==> src/rtl/uart_ctrl_if.sv <==
// CPU-side register bus of uart_ctrl: access strobe, address/data, read-back and interrupt.
interface uart_ctrl_if;
    logic       bus_sel;
    logic       bus_we;
    logic [1:0] bus_addr;
    logic [7:0] bus_wdata;
    logic [7:0] bus_rdata;
    logic       cpu_irq;

    modport master (output bus_sel, bus_we, bus_addr, bus_wdata, input  bus_rdata, cpu_irq);
    modport slave  (input  bus_sel, bus_we, bus_addr, bus_wdata, output bus_rdata, cpu_irq);
endinterface

==> src/rtl/uart_ctrl.sv <==
// UART controller: CPU register bus in front of TX/RX byte FIFOs, with small FSMs
// handshaking bytes to and from a serial-port core.
module uart_ctrl_fifo #(
    parameter int DEPTH = 4
) (
    input  logic       clk,
    input  logic       rst,
    input  logic       push,
    input  logic       pop,
    input  logic [7:0] wdata,
    output logic [7:0] head,
    output logic       empty,
    output logic       full
);
    localparam int AW = $clog2(DEPTH);
    localparam int CW = AW + 1;

    logic [7:0]    mem [DEPTH];
    logic [AW-1:0] wr_ptr, rd_ptr;
    logic [CW-1:0] count;
    logic          do_push, do_pop;

    assign empty   = (count == '0);
    assign full    = (count == CW'(DEPTH));
    assign do_pop  = pop & ~empty;
    // A pop in the same cycle frees a slot, so a push onto a full FIFO still lands.
    assign do_push = push & (~full | do_pop);
    assign head    = mem[rd_ptr];

    always_ff @(posedge clk or negedge rst) begin
        if (!rst) begin
            wr_ptr <= '0;
            rd_ptr <= '0;
            count  <= '0;
        end else begin
            if (do_push) wr_ptr <= wr_ptr + 1'b1;
            if (do_pop)  rd_ptr <= rd_ptr + 1'b1;
            count <= count + CW'(do_push) - CW'(do_pop);
        end
    end

    always_ff @(posedge clk) begin
        if (do_push) mem[wr_ptr] <= wdata;
    end
endmodule

module uart_ctrl #(
    parameter int TX_DEPTH = 4,
    parameter int RX_DEPTH = 4
) (
    input  logic        clk,
    input  logic        rst,
    uart_ctrl_if.slave  bus,
    output logic [7:0]  sp_data_in,
    output logic        sp_write_enable,
    input  logic        sp_write_not_busy,
    input  logic [7:0]  sp_data_out,
    input  logic        sp_int_req,
    output logic        sp_int_ack
);
    typedef enum logic [1:0] {TX_IDLE, TX_LOAD, TX_WAIT_BUSY, TX_WAIT_DONE} tx_state_t;
    typedef enum logic [1:0] {RX_IDLE, RX_CAPTURE, RX_ACK} rx_state_t;

    tx_state_t  tx_state, tx_next;
    rx_state_t  rx_state, rx_next;
    logic [1:0] wb_cnt;
    logic       tx_empty, tx_full, rx_empty, rx_full;
    logic [7:0] tx_head, rx_head;
    logic       rx_ie, tx_ie, rx_ovf, tx_busy;
    logic       wr_data, rd_data, wr_ctrl, rx_push, rx_drop;

    assign wr_data = bus.bus_sel &  bus.bus_we & (bus.bus_addr == 2'd0);
    assign rd_data = bus.bus_sel & ~bus.bus_we & (bus.bus_addr == 2'd0);
    assign wr_ctrl = bus.bus_sel &  bus.bus_we & (bus.bus_addr == 2'd2);
    assign rx_push = (rx_state == RX_CAPTURE);
    assign rx_drop = rx_push & rx_full & ~rd_data;
    assign tx_busy = (tx_state != TX_IDLE);

    uart_ctrl_fifo #(.DEPTH(TX_DEPTH)) u_tx_fifo (
        .clk(clk), .rst(rst), .push(wr_data), .pop(tx_state == TX_LOAD),
        .wdata(bus.bus_wdata), .head(tx_head), .empty(tx_empty), .full(tx_full)
    );

    uart_ctrl_fifo #(.DEPTH(RX_DEPTH)) u_rx_fifo (
        .clk(clk), .rst(rst), .push(rx_push), .pop(rd_data),
        .wdata(sp_data_out), .head(rx_head), .empty(rx_empty), .full(rx_full)
    );

    always_comb begin
        tx_next         = tx_state;
        sp_write_enable = 1'b0;
        case (tx_state)
            TX_IDLE:      if (!tx_empty && sp_write_not_busy) tx_next = TX_LOAD;
            TX_LOAD: begin
                sp_write_enable = 1'b1;
                tx_next         = TX_WAIT_BUSY;
            end
            // A transmitter that never drops not_busy is assumed done after 4 cycles.
            TX_WAIT_BUSY: if (!sp_write_not_busy) tx_next = TX_WAIT_DONE;
                          else if (wb_cnt == 2'd3) tx_next = TX_IDLE;
            TX_WAIT_DONE: if (sp_write_not_busy) tx_next = TX_IDLE;
            default:      tx_next = TX_IDLE;
        endcase
    end

    always_comb begin
        rx_next    = rx_state;
        sp_int_ack = 1'b0;
        case (rx_state)
            RX_IDLE:    if (sp_int_req) rx_next = RX_CAPTURE;
            RX_CAPTURE: rx_next = RX_ACK;
            RX_ACK: begin
                sp_int_ack = 1'b1;
                if (!sp_int_req) rx_next = RX_IDLE;
            end
            default:    rx_next = RX_IDLE;
        endcase
    end

    always_comb begin
        bus.bus_rdata = 8'h00;
        case (bus.bus_addr)
            2'd0:    if (!rx_empty) bus.bus_rdata = rx_head;
            2'd1:    bus.bus_rdata = {3'b0, tx_busy, rx_ovf, tx_full, ~rx_empty, tx_empty};
            2'd2:    bus.bus_rdata = {6'b0, tx_ie, rx_ie};
            default: bus.bus_rdata = 8'h00;
        endcase
    end

    always_ff @(posedge clk or negedge rst) begin
        if (!rst) begin
            tx_state    <= TX_IDLE;
            rx_state    <= RX_IDLE;
            wb_cnt      <= 2'd0;
            sp_data_in  <= 8'h00;
            rx_ie       <= 1'b0;
            tx_ie       <= 1'b0;
            rx_ovf      <= 1'b0;
            bus.cpu_irq <= 1'b0;
        end else begin
            tx_state <= tx_next;
            rx_state <= rx_next;
            wb_cnt   <= (tx_state == TX_WAIT_BUSY) ? wb_cnt + 2'd1 : 2'd0;
            if (tx_next == TX_LOAD) sp_data_in <= tx_head;
            if (wr_ctrl) begin
                rx_ie <= bus.bus_wdata[0];
                tx_ie <= bus.bus_wdata[1];
            end
            // Overflow set wins over a same-cycle clear.
            if (rx_drop)                          rx_ovf <= 1'b1;
            else if (wr_ctrl && bus.bus_wdata[2]) rx_ovf <= 1'b0;
            bus.cpu_irq <= (rx_ie & ~rx_empty) | (tx_ie & tx_empty & ~tx_busy) | rx_ovf;
        end
    end
endmodule

==> src/flat_wrapper.sv <==
// flat-port wrapper written by rule: the top's interface ports become plain ports
module uart_ctrl_flat 
#(
    parameter int TX_DEPTH = 4,
    parameter int RX_DEPTH = 4
)
  (clk, rst, sp_data_in, sp_write_enable, sp_write_not_busy, sp_data_out, sp_int_req, sp_int_ack, bus_bus_sel, bus_bus_we, bus_bus_addr, bus_bus_wdata, bus_bus_rdata, bus_cpu_irq);
  uart_ctrl_if bus_i ();
  input  logic clk;
  input  logic rst;
  output logic [7:0] sp_data_in;
  output logic sp_write_enable;
  input  logic sp_write_not_busy;
  input  logic [7:0] sp_data_out;
  input  logic sp_int_req;
  output logic sp_int_ack;
  input wire logic [$bits(bus_i.bus_sel)-1:0] bus_bus_sel;
  input wire logic [$bits(bus_i.bus_we)-1:0] bus_bus_we;
  input wire logic [$bits(bus_i.bus_addr)-1:0] bus_bus_addr;
  input wire logic [$bits(bus_i.bus_wdata)-1:0] bus_bus_wdata;
  output wire logic [$bits(bus_i.bus_rdata)-1:0] bus_bus_rdata;
  output wire logic [$bits(bus_i.cpu_irq)-1:0] bus_cpu_irq;
  assign bus_i.bus_sel = bus_bus_sel;
  assign bus_i.bus_we = bus_bus_we;
  assign bus_i.bus_addr = bus_bus_addr;
  assign bus_i.bus_wdata = bus_bus_wdata;
  assign bus_bus_rdata = bus_i.bus_rdata;
  assign bus_cpu_irq = bus_i.cpu_irq;
  uart_ctrl #(.TX_DEPTH(TX_DEPTH), .RX_DEPTH(RX_DEPTH)) u_core (.clk(clk), .rst(rst), .bus(bus_i), .sp_data_in(sp_data_in), .sp_write_enable(sp_write_enable), .sp_write_not_busy(sp_write_not_busy), .sp_data_out(sp_data_out), .sp_int_req(sp_int_req), .sp_int_ack(sp_int_ack));
endmodule
==> config.mk <==
export PLATFORM = sky130hd
export DESIGN_NAME = uart_ctrl_flat
export DESIGN_NICKNAME = d
export VERILOG_FILES = /design/src/rtl/uart_ctrl_if.sv /design/src/rtl/uart_ctrl.sv /design/src/flat_wrapper.sv
export SDC_FILE = /design/constraint.sdc
export NUM_CORES = 1
export LEC_CHECK = 0
export CAP_MARGIN = 5
export CORE_MARGIN = 4
export CORE_UTILIZATION = 35
export DETAILED_ROUTE_END_ITERATION = 8
export DONT_BUFFER_PORTS = 1
export PLACE_DENSITY = 0.51
export SLEW_MARGIN = 20
export SYNTH_ARGS = -nofsm -noshare
export SYNTH_HDL_FRONTEND = slang
export SYNTH_HIERARCHICAL = 1
export SYNTH_SLANG_ARGS = --single-unit
==> constraint.sdc <==
create_clock -name clk -period 7.19 [get_ports clk]
set_clock_uncertainty 0.15 [all_clocks]
set_input_delay 0.719 -clock clk [delete_from_list [all_inputs] [get_ports clk]]
set_output_delay 0.719 -clock clk [all_outputs]
set_load 0.05 [all_outputs]
* Yosys cells after proc, flatten, opt, wreduce, memory -nomap -nowiden
Memories as Yosys holds them, arrays and structs flattened. A register that Yosys moved wholly into a read port is not among the register bits.
Index checks and enable logic that the tools add are counted.
** Word-level totals
- Register bits :: 24
- Memory bits (writable) :: 64
- Output and inout bits :: 19
- Memories :: 2
** Operators by class
- Add/sub/neg operators :: 9
- Equal/unequal tests :: 13
- Muxes and demuxes :: 19
- Bitwise operators :: 25
- Reduce and logical (&&, ||, !) cells :: 12
** Memories
- u_core.u_rx_fifo.mem :: words 4, bits a word 8, rd ports 1, clocked after Yosys merged registers in 0, write ports 1, RTL line uart_ctrl.sv:18 : logic [7:0] mem [DEPTH];
- u_core.u_tx_fifo.mem :: words 4, bits a word 8, rd ports 1, clocked after Yosys merged registers in 1, write ports 1, RTL line uart_ctrl.sv:18
** Operators by type and width (count)
- 8-bit one-hot mux with 3 select lines :: 1
- 1-bit AND :: 14
- 2-bit two-way mux :: 7
- 2-bit by 1-bit adder with 2-bit output, second input constant :: 5
- 2-bit == test, second input constant :: 5
- 2-bit by 1-bit == test with 1-bit output, second input constant :: 4
- 1-bit two-way mux :: 8
- 8-bit two-way mux :: 1
- 2-bit one-hot mux with 4 select lines :: 1
- 1-bit inverter :: 7
- 3-bit by 1-bit adder with 3-bit output :: 2
- 3-bit == test, second input constant :: 2
- 2-bit logical NOT :: 3
- 3-bit logical NOT :: 2
- 2-bit one-hot mux with 3 select lines :: 1
- 3-bit by 1-bit subtractor with 3-bit output :: 2
- 2-bit != test, second input constant :: 2
- 1-bit OR :: 4
- 2-bit nonzero test :: 2
- 1-bit logical AND :: 2
- 1-bit logical NOT :: 2
- 2-bit AND reduction :: 1

* Longest topological paths before layout
Gate-level depths: netlist of the first run.
- Depth in word-level cells :: 8
- Gate-level depth with buffers :: 9

* Cells and area by module
Netlist of the first run, hierarchy kept.
** By module, submodules not included
- uart_ctrl_fifo :: instances 2, cells each 77, area each 1577.8 um^2
- uart_ctrl :: instances 1, cells each 75, area each 858.3 um^2

* Worst setup path before layout of the first run
OpenSTA, ideal clock, no wires.
- Path type :: input port to output port
- From :: input bus_bus_addr[0]
- To :: output bus_bus_rdata[0]
- Arrival time :: 2.279 ns
- Path slack :: 4.042 ns
- Stages on the path :: 4
- Buffers on the path :: 1
- Path through :: clkbuf_1 nor2_1 a22oi_1 o21ai_0
** Between the ends
- Longest elaborated chain between the ends :: 2
- Elaborated cells between the ends (all ways) :: 4
- Classes of those cells :: eq/ne (2); mux (1); reduce/logical (1)
** Ends and longest elaborated chain
- start: declaration :: RTL line flat_wrapper.sv:19 : input wire logic [$bits(bus_i.bus_addr)-1:0] bus_bus_addr;
- 2-bit == test (tied with other cells) :: RTL line uart_ctrl.sv:122 : case (bus.bus_addr)
- 8-bit one-hot mux with 3 select lines (*) :: RTL line uart_ctrl.sv:122
- end: declaration :: RTL line flat_wrapper.sv:21 : output wire logic [$bits(bus_i.bus_rdata)-1:0] bus_bus_rdata;
Mark *: on every way between the ends. The rest lies on a longest branch, timed or not.

* Worst setup path after layout of the first run
- From :: register u_core.u_rx_fifo.rd_ptr[0]
- To :: output bus_bus_rdata[4]
** Between the ends
- Longest elaborated chain between the ends :: 3
** Ends and longest elaborated chain
- start: declaration :: RTL line uart_ctrl.sv:19 : logic [AW-1:0] wr_ptr, rd_ptr;
- start signal: assignment :: RTL line uart_ctrl.sv:37 : if (do_pop) rd_ptr <= rd_ptr + 1'b1;
- memory read 4 x 8 bit
- net u_core.rx_head[4] :: RTL line uart_ctrl.sv:68 : logic [7:0] tx_head, rx_head;
- 8-bit two-way mux :: RTL line uart_ctrl.sv:123 : 2'd0: if (!rx_empty) bus.bus_rdata = rx_head;
- 8-bit one-hot mux with 3 select lines :: RTL line uart_ctrl.sv:122
The timed path passes the listed nets, and every way through them passes these cells.

==> metrics.csv, run 1 <==
stage,metric,value,unit
clock_network,cts_tree,built,
clock_network,cts_buffer_depth,2,
global_routing,antenna_found_initial,0,
critical_path,max_stage_delay,0.88,ns
die,placement_rows,38,
synthesis,synthDistinctLibCells,38,
timing,tns,0,ns
timing,period_minus_slack,3.213,ns
power,ir_worst_vdd,0.2571,mV
routing,firstDrtPassIters,4,
routing,wl_per_cell,18.71,um
clock_network,cts_buffers,9,
critical_path,worstSetupPathType,flip-flop to output pin,
placement,gp_congestion,0.6726,
power,p_per_area,408.2,nW/um2
power,p_switching,640.2,uW
global_routing,grt_pass1_wl,11430,um
finish,final-seq-area,2723,um2
power,switching_share,35.28,%
routing,viasPerCell,4.897,
critical_path,critPathCaptureType,output pin,
clock_network,clkTransAtPathRegs,0.06,ns
synthesis,synth_area_leader_cell,edfxtp_1,
placement,portBuffers,0,
power,total_power,1.815,mW
power,p_seq_share,51.9,%
clock_network,post_cts_buffers,0,
critical_path,path_max_fanout,10,
synthesis,ys_seq_elements,96,
critical_path,critPathLaunchType,flip-flop,
critical_path,cp_slowest_cell,a21oi_1,
power,p_clk_share,23.5,%
clock_network,h-tree-depth,3,
timing,setup_violations,0,
critical_path,arrival,2.34,ns
timing,clock.fmax,311.2,MHz
synthesis,syn-cell-area,4014,um2
placement,dp_hpwl,4919,um
timing,period_share,44.69,%
die,die_w,115.1,um
synthesis,synth_area_leaders,"edfxtp_1 (48%), dfrtp_1 (20%), mux4_2 (9.0%)",
critical_path,reg2reg_to,u_core/u_tx_fifo/count[2],
routing,vias,1856,
finish,antennaDiodeCount,0,
timing,slew_violations,0,
die,design.core.area,11030,um2
timing,relSlewSlack,25.98,%
critical_path,critPathRequiredTime,6.32,ns
global_routing,grt_usage,12.09,%
timing,tightestPinTransition,1.114,ns
finish,area_growth,10.79,%
worst_hold_path,worst_hold_path_type,input port to asynchronous set/reset pin,
clock_network,clock_insertion_delay_worst_skew,0.34,ns
synthesis,synth_top_area_share,47.88,%
synthesis,ys_warn_count,6,
power,internal_power,1.175,mW
critical_path,rrSetupSlack,4.58,ns
critical_path,r2r-start,u_core/tx_state[1],
synthesis,syn_nets,266,
routing,routed_wl,7090,um
synthesis,synth_edf_count,64,
power,combPwrFrac,24.6,%
finish,mostFrequentLayoutCell,edfxtp_1,
critical_path,path_cells,mux4_2 > nand2_1 > a21oi_1,
critical_path,rr_worst_depth,8,
die,dieArea,13250,um2
routing,drc_errors,0,
clock_network,cts_sinks,96,
die,initial_core_util,36.39,%
finish,drive_gt1_share,22.59,%
finish,final_cell_mix,"edfxtp_1 (64), dfrtp_1 (32), mux4_2 (16)",
synthesis,synth_ff_type,edfxtp_1,
job,cap_violations,0,
synthesis,synth.avg_cell_area,17.53,um2
finish,final_area,4447,um2
synthesis,yosysSeqAreaShare,67.83,%
die,ioPinCount,43,
timing,grt_setup_unrepaired,no,
finish,fin_util,40.31,%
global_routing,grt_max_degree,33,
timing,finalHoldViolations,0,
finish,multi_input_area,1220,um2
die,die_h,115.1,um
placement,placed_area,4163,um2
clock_network,cts_root_buf,clkbuf_16,
synthesis,syn_inst,229,
routing,ant_nets,0,
global_routing,overflow,0,
run_status,status,"finished, final reports clean",
global_routing,grt_pass1_vias,2018,
synthesis,async_flop_share,33.33,%
finish,fillers,1018,
power,p_leak,1.613,nW
routing,drt_iter0_markers,33,
finish,nNetsFinal,271,
## cell families (layout without fill, tap and decap cells)
logic type	count (synthesis)	after routing	synth area share [%]
buf+inv	19	29	1.901
xor+xnor	10	10	2.182
flops	96	96	67.83
fa+ha+maj	13	13	4.426
simple gates	43	43	7.045
mux	28	28	12.53
compound gates	20	20	4.083
## metrics by stage
stage / instances / setup slack, ns / hold slack (ns)
after detailed placement: 362 / 4.290 / 0.2747
after floorplan: 229 / 4.042 / 0.2639
final: 379 / 3.977 / 0.05658
after global placement: 362 / 4.323 / 0.2745
after CTS: 379 / 3.905 / 0.04412
after global routing: 379 / 3.828 / 0.04881
## layer usage
| metal | track usage, % | vias to the layer above | part of all wire [%] |
|---|---|---|---|
| met2 | 18.90 | 43 | 51 |
| met4 | 4.930 | 0 | 1.7 |
| met5 | 0 | - | 0 |
| li1 | - | 866 | - |
| met3 | 5.842 | 8 | 7.1 |
| met1 | 14.38 | 939 | 40 |
## flip-flops by register name (all words and copies together), names as in the netlist
signal	cells
u_core/u_rx_fifo/count	3
u_core/u_tx_fifo/mem	32
u_core/wb_cnt	2
u_core/u_rx_fifo/rd_ptr	2
u_core/sp_data_in	8
u_core/rx_ovf	1
u_core/u_tx_fifo/wr_ptr	2
u_core/u_rx_fifo/mem	32
u_core/rx_ie	1
u_core/u_tx_fifo/rd_ptr	2
u_core/bus.cpu_irq	1
u_core/u_rx_fifo/wr_ptr	2
u_core/tx_state	2
u_core/tx_ie	1
u_core/u_tx_fifo/count	3
u_core/rx_state	2
## synth_stat cells, types with 2 or more instances
| library cell | n |
|---|---|
| a22oi_1 | 3 |
| a21bo_1 | 2 |
| fa_1 | 2 |
| a21o_2 | 2 |
| mux2_4 | 2 |
| ha_1 | 11 |
| nor2b_1 | 5 |
| nor3b_4 | 2 |
| dfrtp_1 | 32 |
| xor2_1 | 2 |
| and2_1 | 11 |
| buf_2 | 3 |
| mux2_2 | 10 |
| edfxtp_1 | 64 |
| o21ai_0 | 3 |
| a21boi_2 | 2 |
| nor2_1 | 6 |
| o31ai_2 | 2 |
| o31ai_1 | 2 |
| xnor2_1 | 8 |
| nand2_1 | 6 |
| or2_1 | 2 |
| buf_1 | 2 |
| nor3_1 | 4 |
| mux4_2 | 16 |
| inv_1 | 12 |
| a21oi_1 | 2 |
## layout make-up
class	count	share of cell area [%]
clock buffers	10	5.149
clock inverters	6	0.7878
inverters	12	1.013
multi-input cells	114	27.43
flip-flops and latches	96	61.23
well taps	140	3.939
repair buffers	1	0.4502
## worst max-delay path, delay by kind of cell, from the launching register on
family / cells / cell delay (ns)
AND/OR/NAND/NOR: 1 / 0.06
multiplexers: 1 / 0.33
flip-flops: 1 / 0.74
AO/OA/AOI/OAI: 1 / 0.88
## worst max path at each step
stage / start / endpoint / cells after the start
2_1_floorplan: bus_bus_addr[0] / bus_bus_rdata[0] / 4
3_3_place_gp: u_core/u_rx_fifo/rd_ptr[0] / bus_bus_rdata[4] / 3
3_5_place_dp: u_core/u_rx_fifo/rd_ptr[0] / bus_bus_rdata[4] / 3
4_1_cts: u_core/u_rx_fifo/rd_ptr[0] / bus_bus_rdata[4] / 3
5_1_grt: u_core/u_tx_fifo/count[1] / bus_bus_rdata[0] / 3
6_report: u_core/u_rx_fifo/rd_ptr[0] / bus_bus_rdata[4] / 3
## power by group through the flow
stage / Sequential [mW] / Clock, mW / Combinational, mW
after floorplan: 0.876 / 0 / 0.437
after global placement: 0.954 / 0 / 0.439
after detailed placement: 0.959 / 0 / 0.451
after CTS: 0.948 / 0.446 / 0.455
after global routing: 0.967 / 0.472 / 0.495
final: 0.942 / 0.427 / 0.446
## timing repair
action                     4_1_cts  5_1_grt
hold endpoints to repair        32        0
gates resized for setup          0        0
hold buffers                     1        0
setup endpoints to repair        0        0
Power figures use the tool's default switching activity.
==> inputs of run 2 (changes only) <==
--- a/config.mk
+++ b/config.mk
@@ -5,12 +5,13 @@
 export SDC_FILE = /design/constraint.sdc
 export NUM_CORES = 1
 export LEC_CHECK = 0
+export ABC_AREA = 1
 export CAP_MARGIN = 5
 export CORE_MARGIN = 4
 export CORE_UTILIZATION = 35
 export DETAILED_ROUTE_END_ITERATION = 8
 export DONT_BUFFER_PORTS = 1
-export PLACE_DENSITY = 0.51
+export PLACE_DENSITY = 0.53
 export SLEW_MARGIN = 20
 export SYNTH_ARGS = -nofsm -noshare
 export SYNTH_HDL_FRONTEND = slang
==> constraint.sdc (replaced) <==
create_clock -name clk -period 2.8 [get_ports clk]
set_clock_uncertainty 0.15 [all_clocks]
set_input_delay 0.28 -clock clk [delete_from_list [all_inputs] [get_ports clk]]
set_output_delay 0.28 -clock clk [all_outputs]
set_load 0.05 [all_outputs]
==> run 2 against run 1 <==
Compared with the run above:
- clock power rose to 3.3 times the previous value
- utilization rose by 1.7 points
- critical path depth rose by 3
- register-to-register slack got worse by 3.9 ns
- critical endpoint is now bus_bus_rdata[1]
- largest cell class unchanged
==> metrics.csv, run 2 <==
stage,metric,value,unit,change
synthesis,syn_nets,432,,+62%
finish,final_area,5020,um2,+13%
timing,period_share,86.91,%,
synthesis,ys_seq_elements,96,,unchanged
synthesis,yosysSeqAreaShare,63.98,%,-3.8 points
synthesis,syn-cell-area,4255,um2,+6.0%
critical_path,arrival,2.00,ns,-0.34 ns
die,ioPinCount,43,,unchanged
timing,grt_setup_unrepaired,no,,
clock_network,h-tree-depth,3,,unchanged
synthesis,ys_warn_count,6,,unchanged
clock_network,cts_sinks,96,,unchanged
synthesis,synth_area_leaders,"edfxtp_1 (45%), dfrtp_1 (19%), nand2_1 (6.4%)",,
synthesis,synth.most_common_cell,nand2_1,,
die,design.core.area,11960,um2,+8.4%
placement,dp.cells,548,,+51%
routing,wl_per_cell,13.67,um,-27%
timing,tns,0,ns,unchanged
clock_network,cts_buffer_depth,2,,unchanged
clock_network,clock_insertion_delay_worst_skew,0.34,ns,about the same
synthesis,async_flop_share,33.33,%,unchanged
global_routing,antenna_found_initial,0,,unchanged
finish,antennaDiodeCount,0,,unchanged
worst_hold_path,hold_path_depth,3,,
routing,viasPerCell,4.552,,-7.0%
synthesis,synthDistinctLibCells,26,,-32%
die,die_w,118.3,um,+2.8%
power,ir_worst_vdd,0.4071,mV,+58%
routing,drc_errors,0,,unchanged
timing,fin_hold_ws,0.03163,ns,-0.02495 ns
finish,nNetsFinal,470,,+73%
die,placement_rows,40,,+5.3%
timing,tightestPinTransition,0.9500,ns,-0.1638 ns
placement,dp_slack,0.5752,ns,-3.715 ns
synthesis,syn_inst,395,,+72%
timing,relSlewSlack,36.43,%,+10 points
routing,routed_wl,7999,um,+13%
synthesis,synth_area_leader_cell,edfxtp_1,,
power,total_power,5.173,mW,+190%
die,dieArea,13990,um2,+5.6%
synthesis,synth.avg_cell_area,10.77,um2,-39%
routing,vias,2663,,+43%
placement,portBuffers,0,,unchanged
finish,drive_gt1_share,10.96,%,-12 points
placement,dp_hpwl,5671,um,+15%
routing,drt_iter0_markers,134,,+310%
die,initial_core_util,35.58,%,-0.81 points
synthesis,synthTopCellsByCount,"nand2_1 (73), edfxtp_1 (64), nor2_1 (63)",,
die,die_h,118.3,um,+2.8%
global_routing,grt_pass1_vias,2693,,+33%
critical_path,critPathCaptureType,output pin,,
timing,setup_ws,0.3665,ns,-3.610 ns
clock_network,cts-resized-gates,0,,unchanged
critical_path,path_max_fanout,10,,unchanged
synthesis,synth_ff_type,edfxtp_1,,
critical_path,critPathRequiredTime,2.37,ns,-3.95 ns
routing,firstDrtPassIters,4,,unchanged
worst_hold_path,worst_hold_path_type,input port to flip-flop,,
global_routing,grt_usage,12.32,%,+0.23 points
global_routing,overflow,0,,unchanged
timing,clock.fmax,410.9,MHz,
synthesis,synth_edf_count,64,,unchanged
clock_network,cts_buffers,9,,unchanged
finish,mostFrequentLayoutCell,nand2_1,,
timing,period_minus_slack,2.434,ns,
timing,setup_violations,0,,unchanged
placement,placed_area,4442,um2,+6.7%
timing,finalHoldViolations,0,,unchanged
job,cap_violations,0,,unchanged
run_status,status,"finished, final reports clean",,
placement,gp_congestion,0.7992,,+19%
clock_network,clkTransAtPathRegs,0.07,ns,about the same
global_routing,grt_max_degree,33,,unchanged
critical_path,critPathLaunchType,flip-flop,,
finish,fin_util,41.97,%,+1.7 points
finish,final_cell_count_no_fill,585,,+54%
global_routing,grt_pass1_wl,13520,um,+18%
clock_network,cts_tree,built,,
finish,area_growth,17.97,%,
finish,final_cell_mix,"nand2_1 (73), edfxtp_1 (64), nor2_1 (63)",,
timing,slew_violations,0,,unchanged
power,p_per_area,1031,nW/um2,+150%
power,p_leak,2.099,nW,+30%
critical_path,worstSetupPathType,flip-flop to output pin,,
finish,top_regs,"u_core/u_rx_fifo/mem: 32 flops, u_core/u_tx_fifo/mem: 32 flops, u_core/sp_data_in: 8 flops",,
routing,ant_nets,0,,unchanged
clock_network,cts_root_buf,clkbuf_16,,
synthesis,synth_top_area_share,45.16,%,-2.7 points
critical_path,rr_worst_depth,7,,-1
-- run 2: per-layer routing --
metal | part of all wire, % | vias to the layer above | GRT usage (%)
met2 | 46 | 34 | 19.04
met3 | 4.7 | 7 | 3.828
met1 | 48 | 1237 | 16.38
met5 | 0 | - | 0
met4 | 1.2 | 0 | 4.396
li1 | - | 1385 | -
-- run 2: final timing paths --
kind                                               to  slack, ns                       from
max                                  bus_bus_rdata[1]       0.37  u_core/u_rx_fifo/count[1]
min                                u_core/tx_state[0]       0.03          sp_write_not_busy
max reg2reg                 u_core/u_tx_fifo/count[2]       0.73         u_core/tx_state[1]
min reg2reg                          u_core/wb_cnt[0]       0.29           u_core/wb_cnt[0]
max in group asynchronous        u_core/sp_data_in[3]       2.09                        rst
min in group asynchronous  u_core/u_rx_fifo/wr_ptr[1]       0.22                        rst
-- run 2: cell families after synthesis --
group / count (synthesis) / synth area share (%)
flops: 96 / 63.98
buf+inv: 49 / 6.292
fa+ha+maj: 13 / 4.175
compound gates: 53 / 6.263
simple gates: 180 / 18.46
xor+xnor: 4 / 0.8232
-- run 2: what timing repair did --
item                                   in CTS  in global routing
endpoints found under the hold margin     102                  0
setup buffers                               0                  0
hold buffers                               21                  0
-- run 2: worst max-delay path: stages (launching register included) --
cell,delay (ns)
dfrtp_1,0.41
nor2_2,0.15
nand2_1,0.12
inv_1,0.07
clkinv_1,0.27
nand3_1,0.20
nand3_1,0.45
-- run 2: power breakdown --
| part | switching, mW | total (mW) | leakage (nW) | internal, mW |
|---|---|---|---|---|
| registers | 0.437 | 2.24 | 0.971 | 1.80 |
| clock network | 0.522 | 1.42 | 0.176 | 0.894 |
| logic | 1.00 | 1.52 | 0.951 | 0.514 |
-- run 2: layout make-up --
cell class	instances	area (um2)
Clock inverter	5	82.58
Inverter	40	157.7
Fill cell	1138	6942
Multi-Input combinational cell	250	1265
Tap cell	147	183.9
Clock buffer	11	275.3
Timing Repair Buffer	36	332.8
Sequential cell	96	2723
